[src/rtl/branch_pkg.sv]
// Shared types and helpers for the branch predictor: 2-bit counter states,
// saturating counter arithmetic and PC index/tag slicing.
package branch_pkg;

    typedef enum logic [1:0] {
        STRONG_NT = 2'b00,
        WEAK_NT   = 2'b01,
        WEAK_T    = 2'b10,
        STRONG_T  = 2'b11
    } ctr_e;

    localparam ctr_e CTR_RST = WEAK_NT;

    function automatic ctr_e sat_inc(ctr_e c);
        return (c == STRONG_T) ? STRONG_T : ctr_e'(c + 2'd1);
    endfunction

    function automatic ctr_e sat_dec(ctr_e c);
        return (c == STRONG_NT) ? STRONG_NT : ctr_e'(c - 2'd1);
    endfunction

    // PCs are word aligned, so bits [1:0] never take part in index or tag.
    function automatic logic [31:0] pc_idx(logic [63:0] pc, int unsigned idxw);
        return 32'((pc >> 2) & ((64'd1 << idxw) - 64'd1));
    endfunction

    function automatic logic [31:0] pc_tag(logic [63:0] pc, int unsigned idxw,
                                           int unsigned tagbits);
        return 32'((pc >> (idxw + 2)) & ((64'd1 << tagbits) - 64'd1));
    endfunction

endpackage

[src/rtl/bht_counter_array.sv]
// Table of 2-bit saturating direction counters: one combinational read port
// for fetch and one read-modify-write port for resolved branches.
module bht_counter_array
    import branch_pkg::*;
#(
    parameter int Entries = 64,
    localparam int IdxW   = $clog2(Entries)
) (
    input  logic            clk,
    input  logic            rstn,
    input  logic [IdxW-1:0] rd_idx_i,
    output logic [1:0]      rd_ctr_o,
    input  logic            wr_en_i,
    input  logic [IdxW-1:0] wr_idx_i,
    input  logic            wr_taken_i
);

    ctr_e ctr_q [Entries];
    ctr_e ctr_d;

    // No tag check: aliasing branches deliberately share a counter.
    always_comb begin
        ctr_d = wr_taken_i ? sat_inc(ctr_q[wr_idx_i]) : sat_dec(ctr_q[wr_idx_i]);
    end

    always_ff @(posedge clk or negedge rstn) begin
        if (!rstn) begin
            for (int i = 0; i < Entries; i++) ctr_q[i] <= CTR_RST;
        end else if (wr_en_i) begin
            ctr_q[wr_idx_i] <= ctr_d;
        end
    end

    assign rd_ctr_o = ctr_q[rd_idx_i];

endmodule

[src/rtl/branch_target_predictor.sv]
// Direction counters plus tagged BTB for fetch, with execute-stage
// misprediction detection, redirect PC and a saturating mispredict counter.
module branch_target_predictor
    import branch_pkg::*;
#(
    parameter int WordSize = 32,
    parameter int Entries  = 64,
    parameter int TagBits  = 8,
    parameter int CountW   = 16
) (
    input  logic                clk,
    input  logic                rstn,
    input  logic [WordSize-1:0] fetch_pc,
    output logic                pred_taken,
    output logic [WordSize-1:0] pred_pc,
    input  logic                upd_valid,
    input  logic [WordSize-1:0] upd_pc,
    input  logic                upd_taken,
    input  logic [WordSize-1:0] upd_target,
    input  logic                upd_pred_taken,
    input  logic [WordSize-1:0] upd_pred_pc,
    output logic                flush,
    output logic [WordSize-1:0] npc_corr,
    output logic [CountW-1:0]   mispredict_count
);

    localparam int IdxW = $clog2(Entries);

    logic [IdxW-1:0]     f_idx, u_idx;
    logic [TagBits-1:0]  f_tag, u_tag;
    logic [1:0]          f_ctr;
    logic                f_hit;

    logic [Entries-1:0]  valid_q;
    logic [TagBits-1:0]  tag_q [Entries];
    logic [WordSize-1:0] tgt_q [Entries];
    logic [CountW-1:0]   count_q, count_d;

    assign f_idx = IdxW'(pc_idx(64'(fetch_pc), IdxW));
    assign f_tag = TagBits'(pc_tag(64'(fetch_pc), IdxW, TagBits));
    assign u_idx = IdxW'(pc_idx(64'(upd_pc), IdxW));
    assign u_tag = TagBits'(pc_tag(64'(upd_pc), IdxW, TagBits));

    bht_counter_array #(.Entries(Entries)) u_bht (
        .clk        (clk),
        .rstn       (rstn),
        .rd_idx_i   (f_idx),
        .rd_ctr_o   (f_ctr),
        .wr_en_i    (upd_valid),
        .wr_idx_i   (u_idx),
        .wr_taken_i (upd_taken)
    );

    // Fetch path reads flops only, so same-cycle updates are not forwarded.
    assign f_hit      = valid_q[f_idx] && (tag_q[f_idx] == f_tag);
    assign pred_taken = f_hit && f_ctr[1];
    assign pred_pc    = pred_taken ? tgt_q[f_idx] : fetch_pc + WordSize'(4);

    assign flush    = rstn && upd_valid &&
                      ((upd_taken != upd_pred_taken) ||
                       (upd_taken && (upd_pred_pc != upd_target)));
    assign npc_corr = upd_taken ? upd_target : upd_pc + WordSize'(4);

    always_comb begin
        count_d = count_q;
        if (flush && (count_q != '1)) count_d = count_q + CountW'(1);
    end

    always_ff @(posedge clk or negedge rstn) begin
        if (!rstn) begin
            valid_q <= '0;
            count_q <= '0;
        end else begin
            if (upd_valid && upd_taken) valid_q[u_idx] <= 1'b1;
            count_q <= count_d;
        end
    end

    // Tag and target are qualified by valid, so they need no reset.
    always_ff @(posedge clk) begin
        if (upd_valid && upd_taken) begin
            tag_q[u_idx] <= u_tag;
            tgt_q[u_idx] <= upd_target;
        end
    end

    assign mispredict_count = count_q;

endmodule

[config.mk]
export PLATFORM = sky130hd
export DESIGN_NAME = branch_target_predictor
export DESIGN_NICKNAME = d
export VERILOG_FILES = /design/src/rtl/branch_pkg.sv /design/src/rtl/bht_counter_array.sv /design/src/rtl/branch_target_predictor.sv
export SDC_FILE = /design/constraint.sdc
export NUM_CORES = 2
export LEC_CHECK = 0
export BUFFER_PORTS_ARGS = -buffer_cell sky130_fd_sc_hd__clkbuf_2
export CORE_MARGIN = 3
export CORE_UTILIZATION = 55
export DETAILED_ROUTE_END_ITERATION = 12
export PLACE_DENSITY = 0.77
export SLEW_MARGIN = 20
export SYNTH_ARGS = -nofsm -noshare
export SYNTH_HDL_FRONTEND = slang
export SYNTH_HIERARCHICAL = 1
export SYNTH_SLANG_ARGS = --single-unit
export TNS_END_PERCENT = 5
[constraint.sdc]
create_clock -name clk -period 4.65 [get_ports clk]
set_input_delay 0.465 -clock clk [delete_from_list [all_inputs] [get_ports clk]]
set_output_delay 0.465 -clock clk [all_outputs]
set_load 0.02 [all_outputs]
# --- Yosys cells after proc, flatten, opt, wreduce, memory -nomap -nowiden ---
# Memories as Yosys holds them, arrays and structs flattened.
# Cells that the tools add are included.
word_totals:
  latchBits: 0
  output_inout_bits: 82
  elab_cells: 118
  n_memories: 2
  romBits: 0
  mem_bits_rw: 2560
  register_bits: 208
  in_bits: 133
op_classes:
  bitwise_logic: 3
  n_div: 0
  multipliers: 0
  add_sub_neg: 5
  reduce_logical: 11
  order_cmp: 6
  n_mux: 20
  shift: 0
  n_eq_ne: 5
mem_list:
  columns: ["memory", "depth", "width", "rd", "rd_ports_with_merged_regs", "write_ports", "line_no", "text"]
  rows:
  - ["tgt_q", 64, 32, 1, 0, 1, "branch_target_predictor.sv:36", "logic [WordSize-1:0] tgt_q [Entries];"]
  - ["tag_q", 64, 8, 1, 0, 1, "branch_target_predictor.sv:35", "logic [TagBits-1:0] tag_q [Entries];"]
ops:
  columns: ["op", "count"]
  rows:
  - ["$bwmux 128", 1]
  - ["$add 32x3->32 const B", 2]
  - ["$mux 32", 2]
  - ["$or 64x64->64", 1]
  - ["$ne 32x32->1", 1]
  - ["$bmux 2 s6", 2]
  - ["$add 16x1->16 const B", 1]
  - ["$mux 2", 8]
  - ["$ne 16x16->1 const B", 1]
  - ["$ge 7x7->1 const B", 2]
  - ["$lt 6x7->1 const B", 2]
  - ["$not 6->7", 2]
  - ["$demux 2 s6", 1]
  - ["$logic_and 1x1->1", 9]
  - ["$eq 8x8->1", 1]
  - ["$lt 7x1->1 const B", 1]
  - ["$bmux 1 s6", 1]
  - ["$demux 1 s6", 1]
  - ["$ge 6x1->1 const B", 1]
  - ["$mux 1", 4]
  - ["$add 2x1->2 const B", 1]
  - ["$eq 2x2->1 const B", 1]
  - ["$logic_not 2->1", 1]
  - ["$sub 2x1->2 const B", 1]
  - ["2 further kinds", 2]

# --- Logic depth before layout (Yosys ltp) ---
depth:
  word_depth: 8
  mapped_depth: 15
  mapped_depth_nobuf: 9

# --- Cells and area by module ---
# The synthesis kept the hierarchy.
modules_own_cells:
  columns: ["mod", "n_inst", "seq_area_each_um2", "area_each_um2", "cells_each"]
  rows:
  - ["branch_target_predictor", 1, 78875.6, 103369.1, 4492]
  - ["bht_counter_array", 1, 3283.1, 7430.9, 683]

# --- Worst setup path after synthesis ---
# No wires, ideal clock.
synth_path:
  kind: "input port to flip-flop"
  from: "in upd_pc[5]"
  to: "mem tag_q[63][0] (enable)"
  slack_ns: 0.301
  path_buffers: 1
  t_arrival_ns: 3.861
  setup_ns: 0.488
  cell_stages: 3
  cell_sequence: "clkbuf_1 nand3_1 nor3_1"
synth_lines:
  columns: ["item", "line_no", "text"]
  rows:
  - ["start, declared", "branch_target_predictor.sv:17", "input logic [WordSize-1:0] upd_pc,"]
  - ["end, declared", "branch_target_predictor.sv:35", null]
# No word-level cell before the write port.

# --- Worst setup path in the final report ---
layout_path:
  from: "reg u_bht/ctr_q[73] (netlist name)"
  to: "out pred_pc[3]"
layout_via:
  elab_chain_cells: 5
layout_lines:
  columns: ["item", "line_no", "text"]
  rows:
  - ["start, declared", "bht_counter_array.sv:18", "ctr_e ctr_q [Entries];"]
  - ["start signal, assigned by index", "bht_counter_array.sv:30", "ctr_q[wr_idx_i] <= ctr_d;"]
  - ["$bmux 2 s6", "bht_counter_array.sv:34", "assign rd_ctr_o = ctr_q[rd_idx_i];"]
  - ["$mux 2 (implied by the code) (2 in a row)", "bht_counter_array.sv:34", null]
  - ["named net f_ctr[1]", "branch_target_predictor.sv:31", "logic [1:0] f_ctr;"]
  - ["$logic_and 1x1->1", "branch_target_predictor.sv:56", "assign pred_taken = f_hit && f_ctr[1];"]
  - ["$mux 32", "branch_target_predictor.sv:57", "assign pred_pc = pred_taken ? tgt_q[f_idx] : fetch_pc + WordSize'(4);"]
  - ["end, declared", "branch_target_predictor.sv:15", "output logic [WordSize-1:0] pred_pc,"]
# The timed path passes the listed nets, and every way through them passes these cells. The select of a mux whose other input is x is not followed.

==> metrics.yaml <==
timing:
  fin_crit_ns: 4.74
  worstMarginPinSlew_ns: 1.31
  hold_viol_final: 0
  fin_ws_ns: -0.0880
  rsz0062_at_grt: "yes"
  fin_crit_sh_pct: 102
  fmax_mhz: 211
  fin_skew_ns: 0.0232
  maxSlewHeadroom_pct: 12.0
  setup_viol_count_final: 29
  drv_slew: 0
layout:
  fin_nets: 5819
  final_core_util_pct: 63.2
  fillCellCount: 12600
  area_growth_pct: 13.7
  drive_gt1_share_pct: 33.9
worst_setup_path:
  path_cells: "mux4_2, mux4_2, mux4_2, nand2_1, a2111oi_2, nand4_1, nor4_4, buf_12, buf_4, mux2_4, clkbuf_2"
  cp.arrival_ns: 4.27
  cp-start-kind: "flip-flop"
  cp-end-kind: "primary output"
  reg2reg_depth: 8
  rrSetupSlack_ns: 1.53
  critPathMaxFanout: 7
  crit_top_cell: "mux4_2"
  crit_path_top_delay_cell: "mux4_2"
  max_stage_delay_ns: 0.57
  path_class: "reg -> out"
  required_ns: 4.18
hold_path:
  hold_class: "in -> reg"
  whs_path_depth: 1
global_routing:
  grt_overflow: 0
  first_global_vias: 60200
  antenna_found_initial: 25
  grt_max_degree: 149
  grt_pass1_wl_mm: 473
  grtUsageTotal_pct: 33.3
route:
  ant_nets: 0
  num_vias: 60200
  drt_wl_total_mm: 341
  post-route-drc-count: 0
  routed_via_density: 7.06
  firstDrtPassIters: 9
  wl_per_cell_um: 40.0
  first_iter_violations: 10700
place:
  io_buffers: 214
  gp_congestion: 0.878
  place_hpwl_mm: 186
synth:
  ys_warn_count: 6
  syn_inst: 5154
  syn-num-nets: 5290
  synthesis.area_um2: 110000
  avgSynthCellArea_um2: 21.4
power_and_ir_drop:
  powerDensity_nw_per_um2: 421
  leakage_nw: 41.1
  finalPower_mw: 52.8
  peakVddDrop_mv: 0.347
floorplan:
  io_pins: 215
  chipWidth_um: 454
  fp.coreArea_um2: 198000
  die_h_um: 454
  initial_utilization_pct: 55.6
  rows: 163
  die-area_um2: 206000
clocking:
  cts_max_path_buffers: 4
  cts_tree: "yes"
  clk_pin_slew_ns: 0.06
  clock-root-buffer: "clkbuf_16"
  clkLatencyLatePin_ns: 0.90
  cts_made_buffers: 288
  ctsHtreeMaxLevel: 5
  clock_sinks: 2768
run_status:
  status: "complete, but fails checks"
  violations: "setup timing"
run:
  maxCapViolCount: 0
final timing paths:
check,startpoint,to
worst min register to register,valid_q[45],valid_q[45]
max in group asynchronous,rstn,valid_q[26]
worst max register to register,u_bht/ctr_q[29],u_bht/ctr_q[82]
worst max-delay path,u_bht/ctr_q[73],pred_pc[3]
worst min-delay path,upd_target[3],tgt_q[17][3]
min in group asynchronous,rstn,u_bht/ctr_q[89]
per-layer routing:
metal,global-route usage [%],wire (um)
met5,0,133
met4,21.4,26500
met3,9.40,45500
met2,50.5,159000
met1,42.8,110000
cells in the final DEF (no fill, tap or decap), types with 13 or more instances in the layout:
master / count
buf_4: 238
nand2_1: 298
o21ai_2: 60
mux4_1: 19
nand3_1: 55
nand4_1: 14
clkinv_1: 47
clkbuf_16: 294
mux4_2: 776
edfxtp_1: 2560
a22oi_1: 45
clkbuf_2: 190
mux2_2: 28
bufinv_16: 14
nor2b_1: 22
clkbuf_1: 71
a21oi_1: 24
mux2_4: 31
xnor2_1: 34
nor2_4: 63
or2_2: 68
mux2i_1: 130
and3_1: 23
diode_2: 13
o21ai_0: 114
xor2_1: 75
nor2_1: 55
clkinv_2: 37
dfrtp_1: 144
dfstp_2: 64
buf_12: 62
cell type report:
type / count / area (um2) / area share, %
clock inverter: 113 / 913 / 0.728
inverter: 12 / 45.0 / 0.0359
antenna: 13 / 32.5 / 0.0259
clock buffer: 367 / 7640 / 6.09
timing repair buffer: 515 / 4320 / 3.45
sequential: 2768 / 82200 / 65.5
multi-input combinational: 2098 / 27000 / 21.6
tap: 2640 / 3300 / 2.63
through the flow:
stage | cell area (um2) | std cells | hold slack [ns] | setup TNS (ns) | setup WS, ns
5_1_grt | 125000 | 8521 | 0.0342 | -4.80 | -0.196
3_3_place_gp | 117000 | 8026 | 0.445 | 0 | 0.0167
4_1_cts | 125000 | 8510 | 0.0166 | -1.64 | -0.0728
3_5_place_dp | 117000 | 8026 | 0.450 | 0 | 0.0206
6_report | 125000 | 8526 | 0.0619 | -1.17 | -0.0880
2_1_floorplan | 110000 | 5154 | 0.169 | 0 | 0.301
critical path: cells and delay by family, from the launching register on:
family | cells | cell delay [ns]
AO/OA/AOI/OAI | 1 | 0.04
multiplexers | 4 | 1.93
buffers and inverters | 3 | 0.54
AND/OR/NAND/NOR | 3 | 0.46
flip-flops | 1 | 0.41
report_power, final:
group          internal, mW  switching [mW]  leakage, nW
Sequential             27.6           0.183         25.6
Combinational          1.35            2.02         11.3
Clock                  12.3            9.38         4.18
Total                  41.3            11.6         41.1
state kept, by name, indices dropped and copies added, names as in the netlist:
signal and count:
valid_q 64, mispredict_count 16, u_bht/ctr_q 128, tag_q 512
tgt_q 2048
timing repair:
action / 4_1_cts / 5_1_grt
gates cloned: 0 / 1
endpoints found under the setup margin: 32 / 32
hold buffers: 2 / 0
resized for setup: 10 / 50
pin swaps: 6 / 6
setup buffers: 2 / 0
endpoints found under the hold margin: 63 / 0
Note: power is estimated with default switching activity, not from simulation.
